## config.mk

```make
export PLATFORM = sky130hd
export DESIGN_NAME = qspi_frame_rx_flat
export DESIGN_NICKNAME = d
export VERILOG_FILES = /design/src/rtl/headstage_pkg.sv /design/src/rtl/qspi_frame_rx_if.sv /design/src/rtl/link_sync.sv /design/src/rtl/qspi_frame_rx.sv /design/src/flat_wrapper.sv
export SDC_FILE = /design/constraint.sdc
export NUM_CORES = 2
export LEC_CHECK = 0
export CORE_ASPECT_RATIO = 0.75
export CORE_MARGIN = 10
export CORE_UTILIZATION = 45
export DETAILED_ROUTE_END_ITERATION = 12
export GPL_TIMING_DRIVEN = 0
export PLACE_DENSITY = 0.72
export SETUP_SLACK_MARGIN = 0.02
export SLEW_MARGIN = 20
export SYNTH_ARGS = -nofsm -noshare
export SYNTH_HDL_FRONTEND = slang
export SYNTH_HIERARCHICAL = 1
export SYNTH_SLANG_ARGS = --single-unit
```

## constraint.sdc

```tcl
create_clock -name clk -period 5.65 [get_ports clk]
set_input_delay 1.13 -clock clk [delete_from_list [all_inputs] [get_ports clk]]
set_output_delay 1.13 -clock clk [all_outputs]
set_load 0.05 [all_outputs]
```

## src/rtl/headstage_pkg.sv

```systemverilog
// Shared constants, FSM encoding and nibble-counter helper for the 4-bit frame link.
// Used by both the frame transmitter and the receiver.
package headstage_pkg;

   localparam int N_CH     = 32;
   localparam int SAMPLE_W = 16;
   localparam int WORDS_CH = 2;
   localparam int FRAME_W  = N_CH * SAMPLE_W * WORDS_CH;
   localparam int ID_W     = 8;
   localparam int HDR_NIB  = ID_W / 4;
   localparam int NIB_TOT  = (ID_W + FRAME_W) / 4;
   localparam int NIB_W    = $clog2(NIB_TOT + 1);

   typedef logic [NIB_W-1:0] nib_cnt_t;

   typedef enum logic [1:0] {
      ST_IDLE,
      ST_HDR,
      ST_PAY,
      ST_DONE
   } rx_state_e;

   // Saturates at NIB_TOT+1 so overlong transfers stay distinguishable from good ones.
   function automatic nib_cnt_t nib_sat_inc(input nib_cnt_t n);
      return (n > nib_cnt_t'(NIB_TOT)) ? n : n + nib_cnt_t'(1);
   endfunction

endpackage

```

## src/rtl/qspi_frame_rx_if.sv

```systemverilog
// Link pins plus received-frame outputs of the 4-bit frame receiver.
// master drives the link and observes results; slave is the receiver.
interface qspi_frame_rx_if;
   import headstage_pkg::*;

   logic               cs;
   logic               sclk;
   logic               data0;
   logic               data1;
   logic               data2;
   logic               data3;
   logic [FRAME_W-1:0] frame;
   logic [ID_W-1:0]    frame_id;
   logic               frame_valid;
   logic               len_err;
   logic               seq_err;
   logic [31:0]        frame_cnt;
   logic               busy;

   modport master (
      output cs, sclk, data0, data1, data2, data3,
      input  frame, frame_id, frame_valid, len_err, seq_err, frame_cnt, busy
   );

   modport slave (
      input  cs, sclk, data0, data1, data2, data3,
      output frame, frame_id, frame_valid, len_err, seq_err, frame_cnt, busy
   );

endinterface

```

## src/rtl/link_sync.sv

```systemverilog
// W-bit multi-flop synchronizer with rise/fall detect on the synchronized level.
// Latency STAGES clk to q_o, edges valid in the same cycle as q_o; no backpressure.
module link_sync #(
   parameter int W      = 1,
   parameter int STAGES = 2
) (
   input  logic         clk,
   input  logic         rst_n,
   input  logic [W-1:0] d_i,
   output logic [W-1:0] q_o,
   output logic [W-1:0] rise_o,
   output logic [W-1:0] fall_o
);

   logic [W-1:0] sync_q [STAGES];
   logic [W-1:0] prev_q;

   always_ff @(posedge clk or negedge rst_n) begin
      if (!rst_n) begin
         for (int i = 0; i < STAGES; i++) begin
            sync_q[i] <= '0;
         end
         prev_q <= '0;
      end else begin
         sync_q[0] <= d_i;
         for (int i = 1; i < STAGES; i++) begin
            sync_q[i] <= sync_q[i-1];
         end
         prev_q <= sync_q[STAGES-1];
      end
   end

   assign q_o    = sync_q[STAGES-1];
   assign rise_o = q_o & ~prev_q;
   assign fall_o = ~q_o & prev_q;

endmodule

```

## src/rtl/qspi_frame_rx.sv

```systemverilog
// Oversampling receiver for the 4-bit frame link: rebuilds {frame_id, frame}, flags length/sequence errors.
// frame_valid SYNC_STAGES+1 clk after the final sclk pin edge; no backpressure, consumers copy on the pulse.
module qspi_frame_rx
   import headstage_pkg::*;
#(
   parameter int SYNC_STAGES = 2
) (
   input  logic           clk,
   input  logic           rst_n,
   qspi_frame_rx_if.slave lnk
);

   logic       cs_rise;
   logic       cs_fall;
   logic       sclk_rise;
   logic [3:0] nib;
   logic       cs_lvl_unused;
   logic       sclk_lvl_unused;
   logic       sclk_fall_unused;
   logic [3:0] data_rise_unused;
   logic [3:0] data_fall_unused;

   link_sync #(.W(1), .STAGES(SYNC_STAGES)) u_cs_sync (
      .clk    (clk),
      .rst_n  (rst_n),
      .d_i    (lnk.cs),
      .q_o    (cs_lvl_unused),
      .rise_o (cs_rise),
      .fall_o (cs_fall)
   );

   link_sync #(.W(1), .STAGES(SYNC_STAGES)) u_sclk_sync (
      .clk    (clk),
      .rst_n  (rst_n),
      .d_i    (lnk.sclk),
      .q_o    (sclk_lvl_unused),
      .rise_o (sclk_rise),
      .fall_o (sclk_fall_unused)
   );

   // Data rides the same depth as sclk so nib is aligned with the sclk_rise cycle.
   link_sync #(.W(4), .STAGES(SYNC_STAGES)) u_data_sync (
      .clk    (clk),
      .rst_n  (rst_n),
      .d_i    ({lnk.data3, lnk.data2, lnk.data1, lnk.data0}),
      .q_o    (nib),
      .rise_o (data_rise_unused),
      .fall_o (data_fall_unused)
   );

   rx_state_e          state_q, state_d;
   nib_cnt_t           nib_q, nib_d;
   logic [ID_W-1:0]    id_sr_q, id_sr_d;
   logic [FRAME_W-1:0] pay_sr_q, pay_sr_d;
   logic [FRAME_W-1:0] frame_q, frame_d;
   logic [ID_W-1:0]    frame_id_q, frame_id_d;
   logic [ID_W-1:0]    prev_id_q, prev_id_d;
   logic               first_q, first_d;
   logic               fv_q, fv_d;
   logic               len_q, len_d;
   logic               seq_q, seq_d;
   logic [31:0]        cnt_q, cnt_d;

   always_ff @(posedge clk or negedge rst_n) begin
      if (!rst_n) begin
         state_q    <= ST_IDLE;
         nib_q      <= '0;
         id_sr_q    <= '0;
         pay_sr_q   <= '0;
         frame_q    <= '0;
         frame_id_q <= '0;
         prev_id_q  <= '0;
         first_q    <= 1'b0;
         fv_q       <= 1'b0;
         len_q      <= 1'b0;
         seq_q      <= 1'b0;
         cnt_q      <= '0;
      end else begin
         state_q    <= state_d;
         nib_q      <= nib_d;
         id_sr_q    <= id_sr_d;
         pay_sr_q   <= pay_sr_d;
         frame_q    <= frame_d;
         frame_id_q <= frame_id_d;
         prev_id_q  <= prev_id_d;
         first_q    <= first_d;
         fv_q       <= fv_d;
         len_q      <= len_d;
         seq_q      <= seq_d;
         cnt_q      <= cnt_d;
      end
   end

   always_comb begin
      state_d    = state_q;
      nib_d      = nib_q;
      id_sr_d    = id_sr_q;
      pay_sr_d   = pay_sr_q;
      frame_d    = frame_q;
      frame_id_d = frame_id_q;
      prev_id_d  = prev_id_q;
      first_d    = first_q;
      fv_d       = 1'b0;
      len_d      = 1'b0;
      seq_d      = 1'b0;
      cnt_d      = cnt_q;

      unique case (state_q)
         ST_IDLE: begin
            if (cs_fall) begin
               state_d  = ST_HDR;
               nib_d    = '0;
               id_sr_d  = '0;
               pay_sr_d = '0;
            end
         end
         ST_HDR: begin
            if (sclk_rise) begin
               id_sr_d = {id_sr_q[ID_W-5:0], nib};
               nib_d   = nib_sat_inc(nib_q);
               if (nib_q == nib_cnt_t'(HDR_NIB - 1)) begin
                  state_d = ST_PAY;
               end
            end
         end
         ST_PAY: begin
            if (sclk_rise) begin
               pay_sr_d = {pay_sr_q[FRAME_W-5:0], nib};
               nib_d    = nib_sat_inc(nib_q);
               if (nib_q == nib_cnt_t'(NIB_TOT - 1)) begin
                  state_d    = ST_DONE;
                  frame_d    = pay_sr_d;
                  frame_id_d = id_sr_q;
                  fv_d       = 1'b1;
                  cnt_d      = cnt_q + 32'd1;
                  seq_d      = first_q && (id_sr_q != (prev_id_q + ID_W'(1)));
                  prev_id_d  = id_sr_q;
                  first_d    = 1'b1;
               end
            end
         end
         ST_DONE: begin
            if (sclk_rise) begin
               nib_d = nib_sat_inc(nib_q);
            end
         end
         default: state_d = ST_IDLE;
      endcase

      // A rise seen in IDLE belongs to a transfer we never armed for (e.g. after reset).
      if (cs_rise && (state_q != ST_IDLE)) begin
         state_d = ST_IDLE;
         len_d   = (nib_d != nib_cnt_t'(NIB_TOT));
      end
   end

   assign lnk.frame       = frame_q;
   assign lnk.frame_id    = frame_id_q;
   assign lnk.frame_valid = fv_q;
   assign lnk.len_err     = len_q;
   assign lnk.seq_err     = seq_q;
   assign lnk.frame_cnt   = cnt_q;
   assign lnk.busy        = (state_q != ST_IDLE);

endmodule

```

## src/flat_wrapper.sv

```systemverilog
// flat-port wrapper written by rule: the top's interface ports become plain ports
module qspi_frame_rx_flat import headstage_pkg::*;
#(
   parameter int SYNC_STAGES = 2
)
  (clk, rst_n, lnk_cs, lnk_sclk, lnk_data0, lnk_data1, lnk_data2, lnk_data3, lnk_frame, lnk_frame_id, lnk_frame_valid, lnk_len_err, lnk_seq_err, lnk_frame_cnt, lnk_busy);
  qspi_frame_rx_if lnk_i ();
  input  logic clk;
  input  logic rst_n;
  input wire logic [$bits(lnk_i.cs)-1:0] lnk_cs;
  input wire logic [$bits(lnk_i.sclk)-1:0] lnk_sclk;
  input wire logic [$bits(lnk_i.data0)-1:0] lnk_data0;
  input wire logic [$bits(lnk_i.data1)-1:0] lnk_data1;
  input wire logic [$bits(lnk_i.data2)-1:0] lnk_data2;
  input wire logic [$bits(lnk_i.data3)-1:0] lnk_data3;
  output wire logic [$bits(lnk_i.frame)-1:0] lnk_frame;
  output wire logic [$bits(lnk_i.frame_id)-1:0] lnk_frame_id;
  output wire logic [$bits(lnk_i.frame_valid)-1:0] lnk_frame_valid;
  output wire logic [$bits(lnk_i.len_err)-1:0] lnk_len_err;
  output wire logic [$bits(lnk_i.seq_err)-1:0] lnk_seq_err;
  output wire logic [$bits(lnk_i.frame_cnt)-1:0] lnk_frame_cnt;
  output wire logic [$bits(lnk_i.busy)-1:0] lnk_busy;
  assign lnk_i.cs = lnk_cs;
  assign lnk_i.sclk = lnk_sclk;
  assign lnk_i.data0 = lnk_data0;
  assign lnk_i.data1 = lnk_data1;
  assign lnk_i.data2 = lnk_data2;
  assign lnk_i.data3 = lnk_data3;
  assign lnk_frame = lnk_i.frame;
  assign lnk_frame_id = lnk_i.frame_id;
  assign lnk_frame_valid = lnk_i.frame_valid;
  assign lnk_len_err = lnk_i.len_err;
  assign lnk_seq_err = lnk_i.seq_err;
  assign lnk_frame_cnt = lnk_i.frame_cnt;
  assign lnk_busy = lnk_i.busy;
  qspi_frame_rx #(.SYNC_STAGES(SYNC_STAGES)) u_core (.clk(clk), .rst_n(rst_n), .lnk(lnk_i));
endmodule
```

---- Word-level counts from Yosys, hierarchy flattened ----
Index checks and enable logic that the tools add are counted.
storage, ports and cells
  word-level logic and storage cells ...... 80
  output and inout bits ................... 1068
  flip-flop bits (word level) ............. 2121
cells by class
  equal/unequal tests ..................... 15
  magnitude comparators ................... 1
  reduce and logical (&&, ||, !) cells .... 12
  muxes and demuxes ....................... 24
  bitwise operators ....................... 6
  add/subtract/negate cells ............... 3
operators by type and width
  cell                                                   number
  two-way mux 1020 bit                                   2
  one-hot mux 1020 bit (2 select lines)                  1
  adder 32 x 1 -> 32 bit, second input constant          1
  two-way mux 9 bit                                      3
  one-hot mux 9 bit (2 select lines)                     1
  two-way mux 8 bit                                      2
  one-hot mux 8 bit (2 select lines)                     1
  inequality test 3 x 1 -> 1 bit, second input constant  5
  two-way mux 2 bit                                      6
  adder 9 x 1 -> 9 bit, second input constant            1
  equality test 9 x 1 -> 1 bit, second input constant    1
  equality test 9 bit, second input constant             1
  greater-than comparator 9 bit, second input constant   1
  inequality test 9 bit, second input constant           1
  AND reduction 3 bit                                    3
  adder 8 x 1 -> 8 bit, second input constant            1
  inequality test 8 bit                                  1
  two-way mux 1 bit                                      7
  inequality test 2 x 1 -> 1 bit, second input constant  3
  one-hot mux 2 bit (3 select lines)                     1
  AND reduction 6 bit                                    1
  nonzero test 2 bit                                     3
  equality test 2 bit, second input constant             2
  nonzero test 4 bit                                     1
  6 further kinds                                        11

---- Logic depth before layout (Yosys ltp) ----
  depth in word-level cells ............... 6
  depth in mapped cells ................... 11

---- Cells and area by module ----
Netlist, hierarchy kept.
by module, submodules not included
  module                            area an instance (um^2)  seq. area each (um^2)  cells each  instances
  qspi_frame_rx                     80752.4                  52725.6                6912        1
  link_sync (u_core.u_data_sync)    400.4                    300.3                  24          1
  link_sync (u_core.u_cs_sync ...)  90.1                     75.1                   5           2

---- Worst setup path after synthesis ----
Ideal clock, no wire load.
  kind .................................... register to register
  start point ............................. register u_core.state_q[1]
  end point ............................... register u_core.pay_sr_q[189]
  buffers on the path ..................... 4
  data required time ...................... 5584 ps
  arrival time ............................ 2468 ps
  setup time .............................. 66 ps
  cell stages (with the launch flop) ...... 12
  path slack .............................. 3116 ps
  cells stage by stage .................... dfrtp_1 -> inv_1 -> ha_1 -> buf_2 -> inv_1 -> nor2_1 -> a211oi_1 -> buf_2 -> buf_2 -> clkbuf_1 -> nand3_1 -> nand2_1
on the way
  longest elaborated chain between the ends .. 3
RTL lines
  element                                                                                RTL line              RTL
  from (decl)                                                                            qspi_frame_rx.sv:51   rx_state_e state_q, state_d;
  from (signal assigned)                                                                 qspi_frame_rx.sv:79   state_q <= state_d;
  equality test 2 bit / logical NOT 2 bit (equally long branches)                        qspi_frame_rx.sv:108  unique case (state_q)
  inequality test 2 x 1 -> 1 bit (no line) / nonzero test 2 bit (equally long branches)  -
  AND reduction 3 bit (no line)                                                          -
  to (signal assigned)                                                                   qspi_frame_rx.sv:82   pay_sr_q <= pay_sr_d;
  to (decl)                                                                              qspi_frame_rx.sv:54   logic [FRAME_W-1:0] pay_sr_q, pay_sr_d;
Several ways; a longest one is shown, not always the timed one.
A chain may end at the register's enable or synchronous reset.

---- Worst setup path after layout ----
  start point ............................. register u_core.state_q[1]
  end point ............................... output lnk_busy
on the way
  longest elaborated chain between the ends .. 1
RTL lines
  element             RTL line              RTL
  nonzero test 2 bit  qspi_frame_rx.sv:163  assign lnk.busy = (state_q != ST_IDLE);
  to (decl)           flat_wrapper.sv:22    output wire logic [$bits(lnk_i.busy)-1:0] lnk_busy;
Every way passes these cells.

==> results.md <==
* Status: completed
* Sequential power share at 44.3%
* Worst R2R Start: u_core/u_sclk_sync/prev_q
* Minimum hold slack at 0.3171 ns
* Gr ovfl total at 0
* CTS buffer count at 199
* WP data required at 4.52 ns
* Final GP Congestion at 0.8786
* Final Hold Vio Count at 0
* ANT nets after route at 0
* YS warnings at 6
* Least-Margin Pin Slew at 0.9597 ns
* Net Switching at 0.01069 W
* Reg-to-reg slack, setup at 1.68 ns
* Finished Cell Area at 0.1021 mm2
* Area Growth Syn to Fin at 25.86%
* CP Launch Type: flip-flop
* Dpl cell area at 0.09536 mm2
* H-Tree Depth at 4
* Post-synth net total at 6949
* Clock Skew at 0.07295 ns
* Critical path endpoint category: output port
* First-pass GRT wire length at 358.3 mm
* CTS tree: built
* Worst path buffer plus inverter count at 4
* Die H at 387.8 um
* Worst-path clk slew at 0.06 ns
* WL per Instance at 22.04 um
* Post-CTS Hold Fix Bufs at 0
* Place WS at 0.7937 ns
* PD cells at 338.6 mW/mm2
* # DRC at 0
* Critical-path maximum fanout at 10
* Crit-path cells: inv_1 > ha_1 > buf_2 > inv_1 > clkdlybuf4s50_1
* Initial antenna violation count at 6
* Worst Setup Slack, final at 1.559 ns
* Max VDD drop at 0.0003428 V
* Via density per instance at 5.269
* Maxcap violations at 0
* Cell internal pwr at 0.02389 W
* Sink Count at 2121
* Final layout net count at 8242
* Rel. slew slack at 36.02%
* Cell mode on critical path: inv_1
* Die width at 510.4 um
* Max Fclk at 244.4 MHz
* Global Route Usage Sum at 23.25%
* Slowest-stage cell, CP: clkdlybuf4s50_1
* Leak pwr at 52.36 nW
* Kind of critical path: flip-flop to output port
* RSZ-0062 raised after global routing: no
* TNS Setup at 0 ns
* Die ar. at 0.1979 mm2
* Row count at 134
* Largest net degree at the start of global routing at 156
* Hold Crit Class: input pin to async pin
* Clock Tree Root: clkbuf_16
* CP max stage delay at 1.08 ns
* Tmin final at 4.091 ns
* Final worst path period share at 72.40%
* Commonest non-fill, non-tap cells in the layout: dfrtp_1 (2121), nand2_1 (2065), clkdlybuf4s50_1 (1074)
* Family with the most delay on the worst path: buffers and inverters
* Setup-failing EPs final at 0
* Clock Power Share at 39.5%
* Final design utilization at 57.20%
* Layout fillers at 14265
* Final HPWL DP at 175.3 mm
* Clk buf depth at 3
* DRT iter0 DRCs at 4890
* Vias at 56746
* IO Port Bufs at 1075
* Clock Latency Late Sink at 0.83 ns
* Worst Path Arrival at 2.96 ns
* I/O Pins at 1076
* Post-Syn Area per Cell at 11.71 um2
* Core area at 0.1786 mm2
* Post-CTS Resized at 0
* Detailed Routing Iterations Pass 1 at 5
* Crit path launch: u_core/state_q[1]
* Comb power frac at 16.2%
* Synth Instances at 6933
* Commonest non-fill, non-tap cell in the layout: dfrtp_1
* Syn Std Cell Area at 0.08115 mm2
* Final WL at 237.3 mm
* Switching share of power at 30.92%
* Fin. max-slew vios at 0
* Number of global-route vias before repair at 56895
* Starting density of the core at 45.45%
* Layout cells sized above 1 at 18.47%
* Post-CTS Setup Inserts at 0
## power groups by stage
stage	combinational (W)	clock, W	sequential (W)
final	0.00561	0.0137	0.0153
after detailed placement	0.00550	0	0.0156
after global placement	0.00521	0	0.0157
after CTS	0.00554	0.0140	0.0153
after floorplan	0.00347	0	0.0156
after global routing	0.00616	0.0146	0.0153
## cell type report
type / count / area, um2 / share of cell area [%]
clock inverters: 57 / 785.8 / 0.7693
multi-input cells: 4324 / 25920 / 25.37
well taps: 2380 / 2978 / 2.915
plain buffers: 470 / 2100 / 2.055
diodes: 3 / 7.507 / 0.007350
repair buffers: 1092 / 11230 / 10.99
clock buffers: 304 / 5987 / 5.861
inverters: 18 / 67.56 / 0.06615
flip-flops and latches: 2121 / 53080 / 51.96
## stage by stage
step	power (W)	instances
global route	0.03605	10768
floorplan	0.01904	6933
global placement	0.02089	10388
detailed placement	0.02109	10405
CTS	0.03481	10766
finish	0.03458	10769
## path summary, 6_finish.rpt
path | to | cells past startpoint
worst max-delay path | lnk_busy | 5
worst min-delay path | u_core/lnk.frame[194] | 1
worst max register to register | u_core/lnk.frame_cnt[23] | 9
worst min register to register | u_core/u_data_sync/q_o[0] | 0
max in group asynchronous | u_core/pay_sr_q[813] | 6
min in group clk | u_core/u_data_sync/q_o[0] | 0
## routing by layer
| metal | track usage (%) | up-vias | routed length, um |
|---|---|---|---|
| met5 | 0 | - | 0 |
| met4 | 11.47 | 0 | 13680 |
| met3 | 6.426 | 455 | 17770 |
| met2 | 36.53 | 1864 | 110200 |
| met1 | 29.65 | 28717 | 95730 |
| li1 | - | 25710 | - |
## flip-flops by register name, indices dropped and copies added, names as in the netlist, 2 cells and up
register,cells
u_core/u_data_sync/q_o,4
u_core/prev_id_q,8
u_core/u_data_sync/sync_q,4
u_core/pay_sr_q,1020
u_core/lnk.frame_cnt,32
u_core/state_q,2
u_core/nib_q,9
u_core/id_sr_q,8
u_core/lnk.frame,1024
## worst register-to-register path, delay by kind of cell (launching register included)
family / cells / cell delay, ns
buffers and inverters: 2 / 0.91
XOR/XNOR: 1 / 0.18
flip-flops: 1 / 0.36
AND/OR/NAND/NOR: 6 / 2.41
No activity file was read; power rests on OpenSTA's default activity.
